$ cat config.mk
export PLATFORM = sky130hd
export DESIGN_NAME = tube_arbiter
export DESIGN_NICKNAME = d
export VERILOG_FILES = /design/src/rtl/tube_arbiter.sv
export SDC_FILE = /design/constraint.sdc
export NUM_CORES = 1
export LEC_CHECK = 0
export BUFFER_PORTS_ARGS = -buffer_cell sky130_fd_sc_hd__buf_2
export CAP_MARGIN = 20
export CORE_MARGIN = 2
export CORE_UTILIZATION = 35
export CTS_CLUSTER_SIZE = 40
export DETAILED_ROUTE_END_ITERATION = 10
export PLACE_DENSITY = 0.57
export SYNTH_ARGS = -nofsm -noshare
export SYNTH_HDL_FRONTEND = slang
export SYNTH_SLANG_ARGS = --single-unit
$ cat constraint.sdc
create_clock -name CLK -period 5.7 [get_ports CLK]
set_input_delay 1.425 -clock CLK [delete_from_list [all_inputs] [get_ports CLK]]
set_output_delay 1.425 -clock CLK [all_outputs]
set_load 0.01 [all_outputs]
$ cat src/rtl/tube_arbiter.sv
// Tube bus sequencer with round-robin arbitration between the host I/O path (H)
// and the status poller (P). Turns word requests into phased CS*/PHI2 bus cycles.
module tube_arbiter #(
    parameter int SETUP_CYC = 1,
    parameter int PHI2_CYC  = 2
) (
    input  logic       CLK,
    input  logic       RESET_B,
    input  logic       h_req,
    input  logic       h_rnw,
    input  logic [2:0] h_adr,
    input  logic [7:0] h_wdata,
    output logic       h_ack,
    output logic [7:0] h_rdata,
    input  logic       p_req,
    input  logic       p_rnw,
    input  logic [2:0] p_adr,
    input  logic [7:0] p_wdata,
    output logic       p_ack,
    output logic [7:0] p_rdata,
    output logic       TUBE_CS_B,
    output logic       TUBE_PHI2,
    output logic [2:0] TUBE_ADR,
    output logic       TUBE_RNW_B,
    output logic [7:0] tube_dout,
    output logic       tube_doe,
    input  logic [7:0] tube_din,
    output logic       busy
);

    typedef enum logic [1:0] {IDLE, SETUP, HIGH, HOLD} state_t;

    typedef struct packed {
        logic       rnw;
        logic [2:0] adr;
        logic [7:0] wdata;
    } tube_req_t;

    localparam logic [2:0] SETUP_LD = 3'(SETUP_CYC - 1);
    localparam logic [2:0] PHI2_LD  = 3'(PHI2_CYC - 1);

    state_t    state, state_d;
    logic [2:0] cnt, cnt_d;
    tube_req_t lat, lat_d;
    logic      gnt_p, gnt_p_d;   // current / most recent grant went to P
    logic      gap;              // first IDLE cycle after HOLD never grants

    always_comb begin
        state_d = state;
        cnt_d   = cnt;
        lat_d   = lat;
        gnt_p_d = gnt_p;
        case (state)
            IDLE: begin
                if (!gap && (h_req || p_req)) begin
                    gnt_p_d = p_req && (!h_req || !gnt_p);
                    lat_d   = gnt_p_d ? tube_req_t'{p_rnw, p_adr, p_wdata}
                                      : tube_req_t'{h_rnw, h_adr, h_wdata};
                    cnt_d   = SETUP_LD;
                    state_d = SETUP;
                end
            end
            SETUP: begin
                if (cnt == 3'd0) begin
                    cnt_d   = PHI2_LD;
                    state_d = HIGH;
                end else begin
                    cnt_d = cnt - 3'd1;
                end
            end
            HIGH: begin
                if (cnt == 3'd0) state_d = HOLD;
                else             cnt_d   = cnt - 3'd1;
            end
            HOLD:    state_d = IDLE;
            default: state_d = IDLE;
        endcase
    end

    // Pin outputs are decoded from the next state so they change on the same
    // edge as the state register.
    always_ff @(posedge CLK or negedge RESET_B) begin
        if (!RESET_B) begin
            state      <= IDLE;
            cnt        <= 3'd0;
            lat        <= '0;
            gnt_p      <= 1'b1;
            gap        <= 1'b0;
            TUBE_CS_B  <= 1'b1;
            TUBE_PHI2  <= 1'b0;
            TUBE_ADR   <= 3'd0;
            TUBE_RNW_B <= 1'b1;
            tube_dout  <= 8'd0;
            tube_doe   <= 1'b0;
            h_ack      <= 1'b0;
            p_ack      <= 1'b0;
            h_rdata    <= 8'd0;
            p_rdata    <= 8'd0;
            busy       <= 1'b0;
        end else begin
            state      <= state_d;
            cnt        <= cnt_d;
            lat        <= lat_d;
            gnt_p      <= gnt_p_d;
            gap        <= (state == HOLD);
            TUBE_CS_B  <= (state_d == IDLE);
            TUBE_PHI2  <= (state_d == HIGH);
            TUBE_RNW_B <= (state_d == IDLE) || lat_d.rnw;
            tube_doe   <= (state_d == HIGH || state_d == HOLD) && !lat_d.rnw;
            h_ack      <= (state_d == HOLD) && !gnt_p_d;
            p_ack      <= (state_d == HOLD) && gnt_p_d;
            busy       <= (state_d != IDLE);
            if (state_d != IDLE)
                TUBE_ADR <= lat_d.adr;
            if (state_d == HIGH && !lat_d.rnw)
                tube_dout <= lat_d.wdata;
            if (state == HIGH && state_d == HOLD && lat.rnw) begin
                if (gnt_p) p_rdata <= tube_din;
                else       h_rdata <= tube_din;
            end
        end
    end

endmodule

==> metrics <==
status=finished clean; hold_ws=0.484 ns; DP Area=2710 µm²; pre-CTS setup slack=1.76 ns; crit path max-delay cell type=a21boi_2; TritonCTS Buffers=5; Min-Delay Endpoint=cnt[1]$_DFFE_PN0P_; Cell Pwr Density=546 nW/µm²; first-pass GRT wire length=7130 µm; CP top delay family=multiplexers; slew margin rel.=35.2%; vias=1515; # resized after CTS=0; RSZ-0062 raised after global routing=false; Port Buffers=69; CORE AREA=6350 µm²; clock root buffer=clkbuf_8; post-synth cell types=31; Synthesized Nets=219; final worst-path cycle share=63.2%; register area=1330 µm²; minimum clock period=3.60 ns; hold buffers post-CTS=0; post-DP HPWL=3220 µm; Tot Pwr=1.53 mW; row cnt=29; Clock Path Buffers=2; clock slew at reported path FFs=0.09 ns; Placer Congestion=0.694; CTS sink count=53; min-delay worst type=register to register; Reg2Reg Capture Point=tube_dout[4]$_DFFE_PN0P_; total wire length=4430 µm; Post-CTS Setup Bufs=0; Seq cells post-synth=53; synth warn=0; Setup Viol. Count Final=0; worst path arrival time=3.79 ns; Worst setup SP type=input port; Syn Inst Count=175; post-synthesis mux area share=19.7%; MaxCap Viol Count=0; fin area=2810 µm²; Max VDD drop=0.207 mV; Setup TNS=0 ns; DRC viols=0; Yosys top cell area share=54.7%; share of cells above drive strength 1=47.0%; Crit Path Category=input port to register; Post-Synth Simple-Gate Area=6.95%; area of the multi-input gates=890 µm²; router iterations before antenna repair=4; Area Overhead vs Synth=22.8%; largest net degree at the start of global routing=54; later-pin clock latency in the skew report=0.30 ns; WL per Instance=13.7 µm; Initial Util=36.0%; post-synthesis sequential area ratio=58.2%; met3 routed WL=344 µm; initial antenna violation count=0; Synth Cell Area=2290 µm²; CTS tree=yes; switch share=36.6%; initial DRC count=69; CP Data Required Time=5.89 ns; Synth Area in Adders=4.38%; Top Ports=70; highest routed layer=met4; vias in the first global route=1502; Flop pwr share=40.8%; worst path buffer plus inverter count=1; Layout Nets=290; largest family of logic cells by synthesized area=multiplexers; crit-path max cell delay=0.76 ns; leakage=1.47 nW; cell internal pwr=0.973 mW; chip width=84.8 µm; Final Skew=0.00455 ns; Crit Path Max Fanout=13; synthesized area per cell=13.1 µm²; WHS Path Cells=2; most used cell, CP=mux2_2; Antenna diodes=0; Fin. Hold Viols=0; vias per cell=4.68; htree depth=2; gr ovfl total=0; Routed Antenna Nets=0; WL met2=1920 µm; Slew Limit Fails=0; crit path cell chain=buf_2, a21boi_2, mux2_2, mux2_4, nor3_4, mux2_2; Die H=84.8 µm; Comb power frac=44.6%; total die area=7200 µm²; Synth Area in XOR/XNOR=0%; FF-to-FF Start=gnt_p$_DFF_PN1_; worst setup margin=2.10 ns; NetSw=0.561 mW; R2R cell count=5; synth top area cells=dfrtp_1 (55%), mux2_2 (14%), mux2i_1 (4.8%); # fillers=603; gr usage total=12.6%; largest area contributor in the netlist=dfrtp_1; Worst-Margin Slew=0.967 ns; post-synthesis compound-gate area fraction=7.82%; clock network power share=14.6%; FF-to-FF setup slack=2.98 ns; Worst Setup End Kind=register; fmax=278 MHz; wl on met1=2120 µm; hold path start=cnt[1]$_DFFE_PN0P_
## tightest hold or removal path: stages, from the launching register on
cell and delay, ns:
dfrtp_1 0.35, nand2_1 0.05, o31ai_1 0.05
## power groups by stage
| stage | Combinational, mW | Sequential [mW] | Clock, mW |
|---|---|---|---|
| final | 0.684 | 0.626 | 0.224 |
| after global routing | 0.755 | 0.646 | 0.257 |
| after CTS | 0.692 | 0.629 | 0.238 |
| after detailed placement | 0.689 | 0.634 | 0 |
| after global placement | 0.677 | 0.630 | 0 |
| after floorplan | 0.447 | 0.673 | 0 |
## synth_stat cells, drive strengths merged
master / n
a31oi: 1
a221o: 2
o21ai: 13
a21o: 2
dfstp: 3
dfrtp: 50
nand2: 16
a21boi: 1
ha: 8
o211ai: 1
nand3: 2
mux2: 30
nor4: 1
o21bai: 2
buf: 4
o22ai: 1
mux2i: 11
a21oi: 1
nor2: 5
a22o: 1
and3: 2
nor3: 1
nor2b: 2
nand2b: 1
or2: 1
inv: 10
clkbuf: 2
o31ai: 1
## cell usage in the layout (no fill, tap or decap)
master and count:
dfrtp_1 50, or2_1 1, and3_1 2, mux2_4 1, o21bai_4 1, clkbuf_8 7
dfstp_2 3, nor4_1 1, a21o_1 2, a21oi_1 1, o22ai_1 1, a22o_1 1
a31oi_1 1, nor3_4 1, nor2b_1 2, nor2_1 5, ha_1 8, nand2b_1 1
o21bai_1 1, o21ai_0 13, buf_2 69, a21boi_2 1, o211ai_1 1, a221o_1 2
o31ai_1 1, mux2_2 29, buf_4 1, clkinv_2 1, nand3_2 2, nand2_1 16
inv_1 10, mux2i_1 11
## routing by layer
metal | global-route usage [%] | up-vias
li1 | - | 742
met1 | 17.0 | 716
met2 | 18.8 | 51
met3 | 5.45 | 6
met4 | 3.46 | 0
met5 | 0 | -
## through the flow
stage / utilization [%] / instances
6_report: 44.2 / 324
5_1_grt: 44.2 / 324
3_5_place_dp: 42.6 / 316
2_1_floorplan: - / 175
4_1_cts: 44.2 / 324
3_3_place_gp: 42.6 / 316
## sequential cells by signal, indices dropped and copies added (netlist names)
signal / flops
gnt_p: 1
TUBE_ADR: 3
p_rdata: 8
TUBE_RNW_B: 1
h_ack: 1
tube_dout: 8
gap: 1
TUBE_CS_B: 1
busy: 1
h_rdata: 8
cnt: 3
p_ack: 1
tube_doe: 1
lat: 12
state: 2
TUBE_PHI2: 1
## layout make-up
type	count	area share (%)
tap	77	3.43
sequential	53	47.4
inverter	10	1.34
clock buffer	7	3.43
timing repair buffer	70	12.6
multi-input combinational	106	31.7
clock inverter	1	0.178
## worst max path at each step
stage	slack, ns	cells after the start	end	from
detailed placement	1.76	6	tube_dout[2]$_DFFE_PN0P_	h_req
finish	2.10	6	tube_dout[4]$_DFFE_PN0P_	h_req
global placement	1.79	6	tube_dout[4]$_DFFE_PN0P_	h_req
floorplan	2.66	5	tube_dout[0]$_DFFE_PN0P_	p_req
CTS	2.09	6	tube_dout[2]$_DFFE_PN0P_	h_req
global route	2.01	6	tube_dout[4]$_DFFE_PN0P_	h_req
## cells by family (layout without fill, tap and decap cells)
logic type      after synthesis  in the layout
buf+inv                      16             88
mux                          41             41
compound gates               26             26
flops                        53             53
simple gates                 31             31
fa+ha+maj                     8              8
Note: power is estimated with default switching activity, not from simulation.
